File: config.mk
export PLATFORM = sky130hd
export DESIGN_NAME = adc_data_output
export DESIGN_NICKNAME = d
export VERILOG_FILES = /design/src/rtl/adc_data_output.sv
export SDC_FILE = /design/constraint.sdc
export NUM_CORES = 1
export LEC_CHECK = 0
export CORE_ASPECT_RATIO = 0.9
export CORE_UTILIZATION = 60
export CTS_CLUSTER_SIZE = 20
export DETAILED_ROUTE_END_ITERATION = 12
export PLACE_DENSITY = 0.93
export SYNTH_ARGS = -nofsm -noshare
export SYNTH_HDL_FRONTEND = slang
export SYNTH_SLANG_ARGS = --single-unit
File: constraint.sdc
create_clock -name MCLK -period 4.1 [get_ports MCLK]
set_input_delay 0.82 -clock MCLK [delete_from_list [all_inputs] [get_ports MCLK]]
set_output_delay 0.82 -clock MCLK [all_outputs]
set_load 0.1 [all_outputs]
File: src/rtl/adc_data_output.sv
// adc_data_output: 4-lane nDRDY/DOUT frame serializer fed through a one-deep holding register
// Ports: MCLK clock (rising edge); nRST async active-low reset; nSYNC_IN sync active-low abort/resync;
//   DIN_VALID/DIN_READY/DIN frame handshake, DIN[k] leaves on DOUT[k] MSB-first;
//   nDRDY one-cycle frame strobe; DOUT serial lanes; BUSY while shifting; UNDERRUN empty-slot pulse.
// Option: define ADC_TX_REPEAT_EN to resend the last transmitted frame on slots with an empty hold.
module adc_data_output #(
  parameter int WORD_W       = 64,
  parameter int LANES        = 4,
  parameter int FRAME_PERIOD = 128
) (
  input  logic                         MCLK,
  input  logic                         nRST,
  input  logic                         nSYNC_IN,
  input  logic                         DIN_VALID,
  output logic                         DIN_READY,
  input  logic [LANES-1:0][WORD_W-1:0] DIN,
  output logic                         nDRDY,
  output logic [LANES-1:0]             DOUT,
  output logic                         BUSY,
  output logic                         UNDERRUN
);
  localparam int PW = $clog2(FRAME_PERIOD);
  localparam int BW = $clog2(WORD_W);
  if (FRAME_PERIOD < WORD_W + 2) begin : g_bad_period
    $error("FRAME_PERIOD must be >= WORD_W+2");
  end
  typedef enum logic {IDLE, SHIFT} state_t;
  state_t state, state_n;
  logic [PW-1:0] pcnt;
  logic [BW-1:0] bcnt;
  logic [LANES-1:0][WORD_W-1:0] hold, shreg, src, sh_src;
  logic hold_full, slot, idle_slot, load, run, underrun_n;
`ifdef ADC_TX_REPEAT_EN
  logic [LANES-1:0][WORD_W-1:0] last;
  logic have_last;
`endif
  assign DIN_READY = ~hold_full;
  assign slot = pcnt == PW'(FRAME_PERIOD - 1);
  assign idle_slot = nSYNC_IN && state == IDLE && slot;
  assign run = state_n == SHIFT;
  // the bit driven next cycle comes from the freshly loaded frame or the running shift register
  assign sh_src = load ? src : shreg;
  always_comb begin
    underrun_n = idle_slot && !hold_full;
`ifdef ADC_TX_REPEAT_EN
    load = idle_slot && (hold_full || have_last);
    src = hold_full ? hold : last;
`else
    load = idle_slot && hold_full;
    src = hold;
`endif
    state_n = !nSYNC_IN ? IDLE :
              load ? SHIFT :
              (state == SHIFT && bcnt == BW'(WORD_W - 1)) ? IDLE : state;
  end
  always_ff @(posedge MCLK or negedge nRST) begin
    if (!nRST) state <= IDLE;
    else state <= state_n;
  end
  always_ff @(posedge MCLK or negedge nRST) begin
    if (!nRST) begin
      pcnt <= '0;
      bcnt <= '0;
      hold <= '0;
      hold_full <= 1'b0;
      shreg <= '0;
      nDRDY <= 1'b1;
      DOUT <= '0;
      BUSY <= 1'b0;
      UNDERRUN <= 1'b0;
    end else begin
      pcnt <= (!nSYNC_IN || slot) ? '0 : pcnt + PW'(1);
      bcnt <= (run && !load) ? bcnt + BW'(1) : '0;
      UNDERRUN <= underrun_n;
      nDRDY <= ~load;
      BUSY <= run;
      if (DIN_VALID && !hold_full) begin
        hold <= DIN;
        hold_full <= 1'b1;
      end else if (load) hold_full <= 1'b0;
      for (int k = 0; k < LANES; k++) begin
        DOUT[k] <= run & sh_src[k][WORD_W-1];
        if (run) shreg[k] <= {sh_src[k][WORD_W-2:0], 1'b0};
      end
    end
  end
`ifdef ADC_TX_REPEAT_EN
  always_ff @(posedge MCLK or negedge nRST) begin
    if (!nRST) begin
      last <= '0;
      have_last <= 1'b0;
    end else if (load) begin
      last <= src;
      have_last <= 1'b1;
    end
  end
`endif
endmodule
==> results by group, run 1 <==
Power and ir drop
  – Combinational power share: 9.5%
  – PD cells: 459 mW/mm^2
  – Seq pwr share: 52.1%
  – Switching portion of total power: 23.5%
  – VDD IR-drop max: 0.000346 V
  – Sw power: 0.00283 W
  – Internal: 0.00922 W
  – Clock power frac: 38.3%
  – Leakage power: 11.9 nW

Synth
  – Synth area leader: dfrtp_1
  – Distinct cell type count after synthesis: 27
  – Top cells by area, synth: dfrtp_1, mux2_2, o22ai_1
  – Yosys warns: 0
  – Synthesized area: 0.0214 mm^2
  – Synth top area share: 61.7%
  – Synth Net Count: 1959
  – FF+latch count, synth: 529
  – Sequential cell area fraction in the yosys report: 61.8%
  – Mean post-synth cell area: 12.6 um^2
  – Syn Inst Count: 1697

Run
  – Max_cap viols: 0

Global route
  – GRT overflow: 0
  – Initial antenna violation count: 6
  – Vias in the first global route: 15400
  – Largest net degree at the start of global routing: 140
  – Global-route wire length before repair: 80.0 mm
  – Overall Global Routing Usage: 27.5%

Detailed routing
  – WL final: 49.1 mm
  – DRC errors left: 0
  – Vias: 14300
  – Routed WL per cell: 20.0 um
  – DRT iter0 DRCs: 976
  – ANT nets after route: 0
  – Routed vias/inst: 5.83
  – Initial DRT Pass Iterations: 5

Clocking
  – Post-CTS Resized: 0
  – CTS Sinks: 529
  – Cts hold-fix bufs: 0
  – Num CTS Buffers: 51
  – Clock Latency Late Sink: 0.56 ns
  – Clk slew on worst S/H paths: 0.06 ns
  – CTS H-tree depth: 2
  – Setup bufs post-CTS: 0
  – CTS tree: yes
  – Maximum root-to-sink buffer count: 3
  – Root Driver: clkbuf_16

STA
  – Period utilisation layout: 76.2%
  – Slew @ Worst Pin: 1.10 ns
  – RSZ-0062 raised after global routing: false
  – FMAX: 320 MHz
  – Post-Route Skew: 0.0179 ns
  – Sum Neg Setup Slack: 0 ns
  – Max-slew violation count: 0
  – Min Tclk post-route: 3.12 ns
  – Max-slew headroom: 26.5%
  – Fin. Hold Viols: 0
  – Final count of negative-setup-slack endpoints: 0

Finish
  – Non-Filler Instances: 2455
  – Finished Core Util: 74.7%
  – Register area: 0.0132 mm^2
  – # fillers: 2087
  – Multi-input logic area: 0.00669 mm^2
  – Ratio of cells with drive above 1 in the final layout: 27.5%
  – Nets: 2201
  – P&R area growth vs syn: 22.6%

Floorplan
  – Core area: 0.0351 mm^2
  – Die Span X: 201 um
  – # rows: 65
  – Die area: 0.0365 mm^2
  – Initial core utilization: 61.0%
  – Die Y: 181 um
  – IO Count: 268

Worst setup path
  – Crit path max fanout: 4
  – Setup CP Type: reg2out
  – CP required: 3.28 ns
  – Critical Path Source Type: flip-flop
  – Crit end category: output pin
  – Worst EP arrival: 2.30 ns

Placed design
  – Final HPWL DP: 30.4 mm
  – I/O Buffers: 267
  – Placed Instances: 2355
  – Placer congestion estimate: 0.829

Worst hold path
  – Hold Crit Class: in2async

Outcome
  – Status: finished clean
-- power groups by stage --
stage	registers [W]	clock network [W]	logic [W]
CTS	0.00627	0.00469	0.00117
detailed placement	0.00634	0	0.00114
floorplan	0.00621	0	0.000650
global route	0.00635	0.00491	0.00127
finish	0.00628	0.00462	0.00115
global placement	0.00630	0	0.00107
-- flip-flops by register name, summed over array words and instances (netlist names) --
signal / flops
BUSY: 1
DOUT: 4
pcnt: 7
bcnt: 6
UNDERRUN: 1
hold: 256
nDRDY: 1
shreg: 252
hold_full: 1
-- through the flow --
step	power [W]	setup WS, ns	hold slack [ns]	cell area, um^2
2_1_floorplan	0.00686	1.84	0.424	21400
3_3_place_gp	0.00737	0.939	0.439	24600
3_5_place_dp	0.00749	0.865	0.453	24600
4_1_cts	0.0121	0.955	0.426	26200
5_1_grt	0.0125	0.934	0.465	26300
6_report	0.0120	0.978	0.397	26300
-- kinds of logic (layout without fill, tap and decap cells) --
logic type | Yosys count | after routing | share of synthesized area (%)
compound gates | 506 | 506 | 16.4
mux | 256 | 256 | 13.5
other cells | 0 | 6 | 0
fa+ha+maj | 2 | 2 | 0.117
flops | 529 | 529 | 61.8
xor+xnor | 9 | 9 | 0.368
buf+inv | 363 | 646 | 7.07
simple gates | 32 | 32 | 0.818
-- final timing paths --
kind                           start         end  slack (ns)  cells past startpoint
hold / removal                  nRST    hold[29]        0.40                      1
setup reg to reg             pcnt[0]  shreg[127]        1.41                      8
max in group asynchronous       nRST    hold[87]        2.72                      2
setup / recovery           hold_full   DIN_READY        0.98                      2
min in group MCLK            bcnt[0]     bcnt[0]        0.46                      1
hold reg to reg              bcnt[0]     bcnt[0]        0.46                      1
-- layout make-up --
cell class / instances / area share (%)
sequential: 529 / 50.4
multi-input combinational: 805 / 25.5
timing repair buffer: 301 / 11.9
clock buffer: 81 / 5.91
inverter: 251 / 3.62
tap: 469 / 2.23
clock inverter: 13 / 0.395
antenna: 6 / 0.0572
-- layer usage --
metal,up-vias,part of all wire [%],GRT usage (%)
met1,7300,40,35.6
li1,6389,-,-
met5,-,0,0
met4,0,4.2,12.4
met3,132,5.3,4.58
met2,493,50,45.8
-- cell usage after synthesis --
cell / instances
nor2b_1: 2
xnor2_1: 5
nand3_1: 3
inv_2: 1
o22ai_1: 248
a21oi_2: 169
a31o_2: 1
buf_1: 9
mux2_2: 256
a22o_1: 8
clkbuf_1: 82
a31oi_1: 1
buf_2: 1
dfstp_2: 1
inv_1: 250
nand2_1: 3
xor2_1: 4
dfrtp_1: 528
and2_1: 5
and3_1: 5
a21oi_1: 79
buf_6: 20
ha_1: 2
nand2_2: 1
nor3b_1: 1
nor3b_4: 1
nor2_1: 11
-- critical path, stage by stage, from the launching register on --
cell and delay (ns):
dfrtp_1 0.44, inv_1 0.15, clkdlybuf4s50_1 1.15
-- layout by cell type (no fill, tap or decap), types with 2 or more instances in the layout --
cell             Yosys  final
dfrtp_1            528    528
clkdlybuf4s50_1      0    266
mux2_2             256    256
inv_1              250    250
o22ai_1            248    248
a21oi_2            169    169
a21oi_1             79     79
clkbuf_16            0     53
buf_4                0     19
clkbuf_1            82     16
buf_12               0     15
clkbuf_8             0     12
nor2_1              11     11
a22o_1               8      8
clkinv_2             0      8
diode_2              0      6
and3_1               5      5
xnor2_1              5      5
xor2_1               4      4
and2_1               5      4
nand2_1              3      3
nand3_1              3      3
ha_1                 2      2
clkinv_4             0      2
Power figures use the tool's default switching activity.
==> run 2, diff against run 1 <==
- CORE_UTILIZATION: 60 -> 50
- PLACE_DENSITY: 0.93 -> 0.84
- clock period: 4.1 -> 2.8 ns (I/O delays scaled with it)
==> run 2 against run 1 <==
  * Die area increased by 20%
  * Hold slack better by 0.076 ns
  * The flow now finishes with violations (design-rule violations)
  * Critical path depth grew 6
  * Largest cell class unchanged
  * Final cell count increased by 2.9%
  * Clock power rose by 53%
  * Register-to-register slack lost 0.92 ns
  * Via count down 3.0%
  * Worst setup slack worse by 0.49 ns
  * Count of clock-buffer cells in the layout fell by 7
  * Sequential cell count unchanged
==> results by group, run 2 (same netlist as run 1, synthesis figures left out) <==
Worst setup path
  – Critical Path Source Type: flip-flop
  – CP top delay family: simple AND/OR/NAND/NOR gates
  – Flop2flop setup slack: 0.49 ns
  – Crit path max fanout: 71
  – Setup CP Type: reg2reg
  – Worst EP arrival: 2.74 ns
  – Cell with the largest stage delay on the worst path: dfrtp_1
  – Crit end category: flip-flop
  – Cell Chain, Critical Path: ha_1 -> and3_1 -> nand2_2 -> nor3b_4 -> inv_8 -> and2_4 -> buf_12 -> a21oi_1
  – CP bufs+invs: 2
  – CP required: 3.23 ns
  – Reg2reg start: pcnt[0]
  – Max incr delay on CP: 0.40 ns
  – FF-to-FF path depth: 8
  – Reg2reg end: shreg[108]

Placed design
  – Final HPWL DP: 30.0 mm
  – Placer congestion estimate: 0.803
  – Place WS: 0.158 ns
  – DP Area: 0.0247 mm^2
  – I/O Buffers: 267
  – Placed Instances: 2432

Floorplan
  – Die Y: 198 um
  – Die area: 0.0437 mm^2
  – IO Count: 268
  – Initial core utilization: 51.0%
  – Die Span X: 220 um
  – # rows: 71
  – Core area: 0.0420 mm^2

STA
  – Max-slew violation count: 0
  – Sum Neg Setup Slack: 0 ns
  – Fin. Hold Viols: 0
  – Final count of negative-setup-slack endpoints: 0
  – Post-Route Skew: 0.0184 ns
  – RSZ-0062 raised after global routing: false
  – FMAX: 433 MHz
  – Min setup slack post-route: 0.491 ns
  – Max-slew headroom: 49.4%
  – Period utilisation layout: 82.5%
  – Min Tclk post-route: 2.31 ns
  – Slew @ Worst Pin: 0.758 ns

Detailed routing
  – DRT iter0 DRCs: 1278
  – Initial DRT Pass Iterations: 8
  – Vias: 13900
  – WL final: 47.4 mm
  – DRC errors left: 12
  – Routed vias/inst: 5.50
  – Routed WL per cell: 18.8 um
  – ANT nets after route: 0

Finish
  – Ratio of cells with drive above 1 in the final layout: 28.2%
  – Commonest non-fill, non-tap cell in the layout: dfrtp_1
  – Largest regs: hold x256, shreg x252, pcnt x7
  – Nets: 2202
  – Design area: 0.0265 mm^2
  – P&R area growth vs syn: 23.6%
  – Max reg flops: 256
  – Most frequent cells in the layout: dfrtp_1, clkdlybuf4s50_1, mux2_2
  – Non-Filler Instances: 2526
  – Biggest register: hold

Clocking
  – CTS H-tree depth: 2
  – Setup bufs post-CTS: 0
  – Num CTS Buffers: 52
  – Maximum root-to-sink buffer count: 3
  – Post-CTS Resized: 0
  – CTS tree: yes
  – Clock Latency Late Sink: 0.58 ns
  – Root Driver: clkbuf_16
  – CTS Sinks: 529
  – Clk slew on worst S/H paths: 0.06 ns

Global route
  – Initial antenna violation count: 1
  – Vias in the first global route: 14900
  – M3 GR Usage: 3.47%
  – Global-route wire length before repair: 77.4 mm
  – GRT met2 Usage: 36.6%
  – Met1 usage in global routing: 30.0%
  – Largest net degree at the start of global routing: 147
  – Overall Global Routing Usage: 22.2%
  – GRT overflow: 0
  – Most Crowded Layer GR: met2

Power and ir drop
  – VDD IR-drop max: 0.000428 V
  – PD cells: 677 mW/mm^2
  – Total design power: 0.0179 W
  – Leakage power: 12.0 nW

Outcome
  – Failing checks: design-rule violations
  – Status: finished with violations

Worst hold path
  – Min-delay src: bcnt[0]
  – Hold Crit Class: reg2reg
  – Worst hold endpoint: bcnt[0]
  – Worst hold stages: 1

Run
  – Max_cap viols: 0
[run 2: cell types whose count changed in the layout (fill, tap and decap cells not counted)]
cell             previous run  this run
clkinvlp_4                  1         0
clkinv_2                    8        10
buf_12                     15        21
inv_6                       1         3
dlygate4sd3_1               0         1
buf_4                      19        20
clkbuf_8                   12        13
clkdlybuf4s50_1           266       258
clkbuf_1                   16         8
clkinv_4                    2         1
bufinv_16                   1         4
diode_2                     6         1
[run 2: worst max-delay path by stage]
stage	cells after the start	slack, ns	start	to
finish	8	0.49	pcnt[0]	shreg[108]
global route	8	0.37	pcnt[0]	shreg[108]
CTS	6	0.50	bcnt[0]	shreg[108]
detailed placement	7	0.16	nSYNC_IN	shreg[201]
global placement	7	0.23	nSYNC_IN	shreg[201]
floorplan	7	0.54	BUSY	shreg[172]
[run 2: power breakdown]
group	internal, W	switching, W
Sequential	0.00860	0.000588
Clock	0.00417	0.00291
Combinational	0.000999	0.000654
Total	0.0138	0.00415
[run 2: final cells by class]
type,instances,area (um^2)
clock buffers,74,1540
flip-flops and latches,529,13200
diodes,1,2.50
multi-input cells,805,6690
clock inverters,18,205
well taps,547,684
fillers,3051,15500
repair buffers,301,3180
inverters,251,950
[run 2: stage by stage]
stage               utilization [%]  hold slack (ns)
floorplan                         -            0.264
global placement               58.9            0.440
detailed placement             58.9            0.462
CTS                            63.0            0.470
global route                   63.0            0.492
finish                         63.0            0.472
[run 2: per-layer routing]
metal  up-vias  part of all wire (%)
met5         -                     0
met4         0                   2.4
met3        78                   4.4
met2       331                    51
met1      7090                    43
li1       6391                     -
[run 2: repair_timing]
item                       in CTS  in global routing
hold buffers                    1                  0
setup endpoints to repair       0                  0
hold endpoints to repair       56                  0
==> run 3, diff against run 2 <==
- CORE_UTILIZATION: 50 -> 56
- PLACE_DENSITY: 0.84 -> 0.88
- clock period: 2.8 -> 2.15 ns (I/O delays scaled with it)
==> run 3 against run 2 <==
  * The run now ends clean
  * Combinational power is 33% higher
  * Sequential cell count stayed put
  * Die area is 11% lower
  * Utilization is 10 points higher
  * Count of clock-buffer cells in the layout is 7 lower
  * Clock skew hardly changed
  * Critical path depth is 1 higher
  * Worst setup slack worse by 0.42 ns
  * Total power is 30% higher
  * Sequential share of layout area is 1.6 points lower
  * Critical endpoint is now shreg[91]
  * Largest cell class unchanged
==> results by group, run 3 (same netlist as run 1, synthesis figures left out) <==
Worst setup path
  – Crit end category: flip-flop
  – Reg2reg start: pcnt[0]
  – Crit path max fanout: 28
  – Worst EP arrival: 2.51 ns
  – CP top delay family: simple AND/OR/NAND/NOR gates
  – CP bufs+invs: 3
  – Most frequent cell on the critical path: buf_12
  – FF-to-FF path depth: 9
  – Max incr delay on CP: 0.36 ns
  – Reg2reg end: shreg[91]
  – Flop2flop setup slack: 0.07 ns
  – Cell Chain, Critical Path: ha_2 -> and3_4 -> nand2_2 -> nor3b_4 -> inv_8 -> buf_12 -> buf_12 -> o22ai_1 -> a21oi_1
  – Levels on crit path: 9
  – CP required: 2.58 ns
  – Critical Path Source Type: flip-flop
  – Cell with the largest stage delay on the worst path: dfrtp_1
  – Setup CP Type: reg2reg

Finish
  – Ratio of cells with drive above 1 in the final layout: 31.2%
  – Design area: 0.0274 mm^2
  – Biggest register: hold
  – Commonest non-fill, non-tap cell in the layout: dfrtp_1
  – Max reg flops: 256
  – P&R area growth vs syn: 27.8%
  – ANT cells: 0
  – Largest regs: hold x256, shreg x252, pcnt x7
  – Most frequent cells in the layout: dfrtp_1, clkdlybuf4s50_1, mux2_2
  – # fillers: 2288
  – Nets: 2285

STA
  – Final count of negative-setup-slack endpoints: 0
  – Max-slew violation count: 0
  – Fin. Hold Viols: 0
  – Min Tclk post-route: 2.08 ns
  – Period utilisation layout: 96.7%
  – Post-Route Skew: 0.0182 ns
  – Slew @ Worst Pin: 0.536 ns
  – Sum Neg Setup Slack: 0 ns
  – Min Hold Slack: 0.410 ns
  – RSZ-0062 raised after global routing: false
  – FMAX: 481 MHz
  – Max-slew headroom: 64.3%

Worst hold path
  – Hold Crit Class: in2async

Clocking
  – Root Driver: clkbuf_16
  – CTS H-tree depth: 2
  – Clk slew on worst S/H paths: 0.06 ns
  – Clock Latency Late Sink: 0.57 ns
  – CTS tree: yes
  – Num CTS Buffers: 51
  – Maximum root-to-sink buffer count: 3
  – CTS Sinks: 529

Power and ir drop
  – Total design power: 0.0233 W
  – Leakage power: 12.5 nW
  – PD cells: 850 mW/mm^2
  – VDD IR-drop max: 0.000680 V

Global route
  – Initial antenna violation count: 1
  – Global-route wire length before repair: 82.8 mm
  – Largest net degree at the start of global routing: 68
  – Vias in the first global route: 15900
  – Overall Global Routing Usage: 26.5%
  – GRT overflow: 0

Run
  – Max_cap viols: 0

Detailed routing
  – Routed WL per cell: 19.8 um
  – Initial DRT Pass Iterations: 5
  – Vias: 14400
  – ANT nets after route: 0
  – Routed vias/inst: 5.68
  – DRT iter0 DRCs: 1035
  – DRC errors left: 0
  – WL final: 50.4 mm

Placed design
  – Placer congestion estimate: 0.836
  – DP Area: 0.0257 mm^2
  – Final HPWL DP: 33.5 mm
  – I/O Buffers: 267

Floorplan
  – Die Span X: 208 um
  – IO Count: 268
  – Die area: 0.0391 mm^2
  – # rows: 67
  – Core area: 0.0375 mm^2
  – Die Y: 188 um
  – Initial core utilization: 57.2%

Outcome
  – Status: finished clean
==> run 3: layout make-up <==
cell class / count / area, um^2 / area share [%]
Sequential cell: 529 / 13200 / 48.3
Multi-Input combinational cell: 805 / 6710 / 24.5
Timing Repair Buffer: 385 / 4180 / 15.3
Clock buffer: 67 / 1420 / 5.18
Inverter: 251 / 950 / 3.47
Tap cell: 483 / 604 / 2.21
Clock inverter: 23 / 282 / 1.03
==> run 3: report_power, final <==
part | switching [W] | total [W] | internal (W)
Combinational | 0.000885 | 0.00220 | 0.00132
Sequential | 0.000800 | 0.0120 | 0.0112
Clock | 0.00380 | 0.00907 | 0.00527
Total | 0.00548 | 0.0233 | 0.0178
==> run 3: worst register-to-register path: cells and delay by family, from the launching register on <==
family                     cells  cell delay (ns)
adders and majority gates      1             0.20
AOI/OAI and AO/OA              2             0.29
DFF                            1             0.36
and+or+nand+nor                3             0.66
buffers and inverters          3             0.44
==> run 3: how the worst max path moves through the flow <==
stage,startpoint,endpoint,slack [ns]
2_1_floorplan,hold_full,shreg[172],-0.05
3_3_place_gp,nSYNC_IN,shreg[191],-0.09
3_5_place_dp,nSYNC_IN,shreg[199],-0.14
4_1_cts,pcnt[0],shreg[199],0.03
5_1_grt,pcnt[0],shreg[112],0.005
6_report,pcnt[0],shreg[91],0.07
==> run 3: timing repair <==
item	in CTS	in global routing
endpoints found under the setup margin	0	130
hold buffers	1	0
hold endpoints to repair	36	0
buffers inserted	0	1
gates resized for setup	0	5
==> run 3: metrics by stage <==
stage	instances	util, %	setup WS [ns]
after floorplan	1697	-	-0.0512
after global placement	2451	68.5	-0.0928
after detailed placement	2451	68.5	-0.141
after CTS	2542	73.0	0.0276
after global routing	2543	73.1	0.00492
final	2543	73.1	0.0712
==> run 3: metal layers <==
| layer | vias up | share of wire (%) | track usage (%) |
|---|---|---|---|
| li1 | 6549 | - | - |
| met4 | 2 | 4.3 | 11.8 |
| met2 | 426 | 51 | 45.3 |
| met1 | 7325 | 41 | 33.7 |
| met5 | - | 0.026 | 0 |
| met3 | 145 | 4.5 | 4.12 |
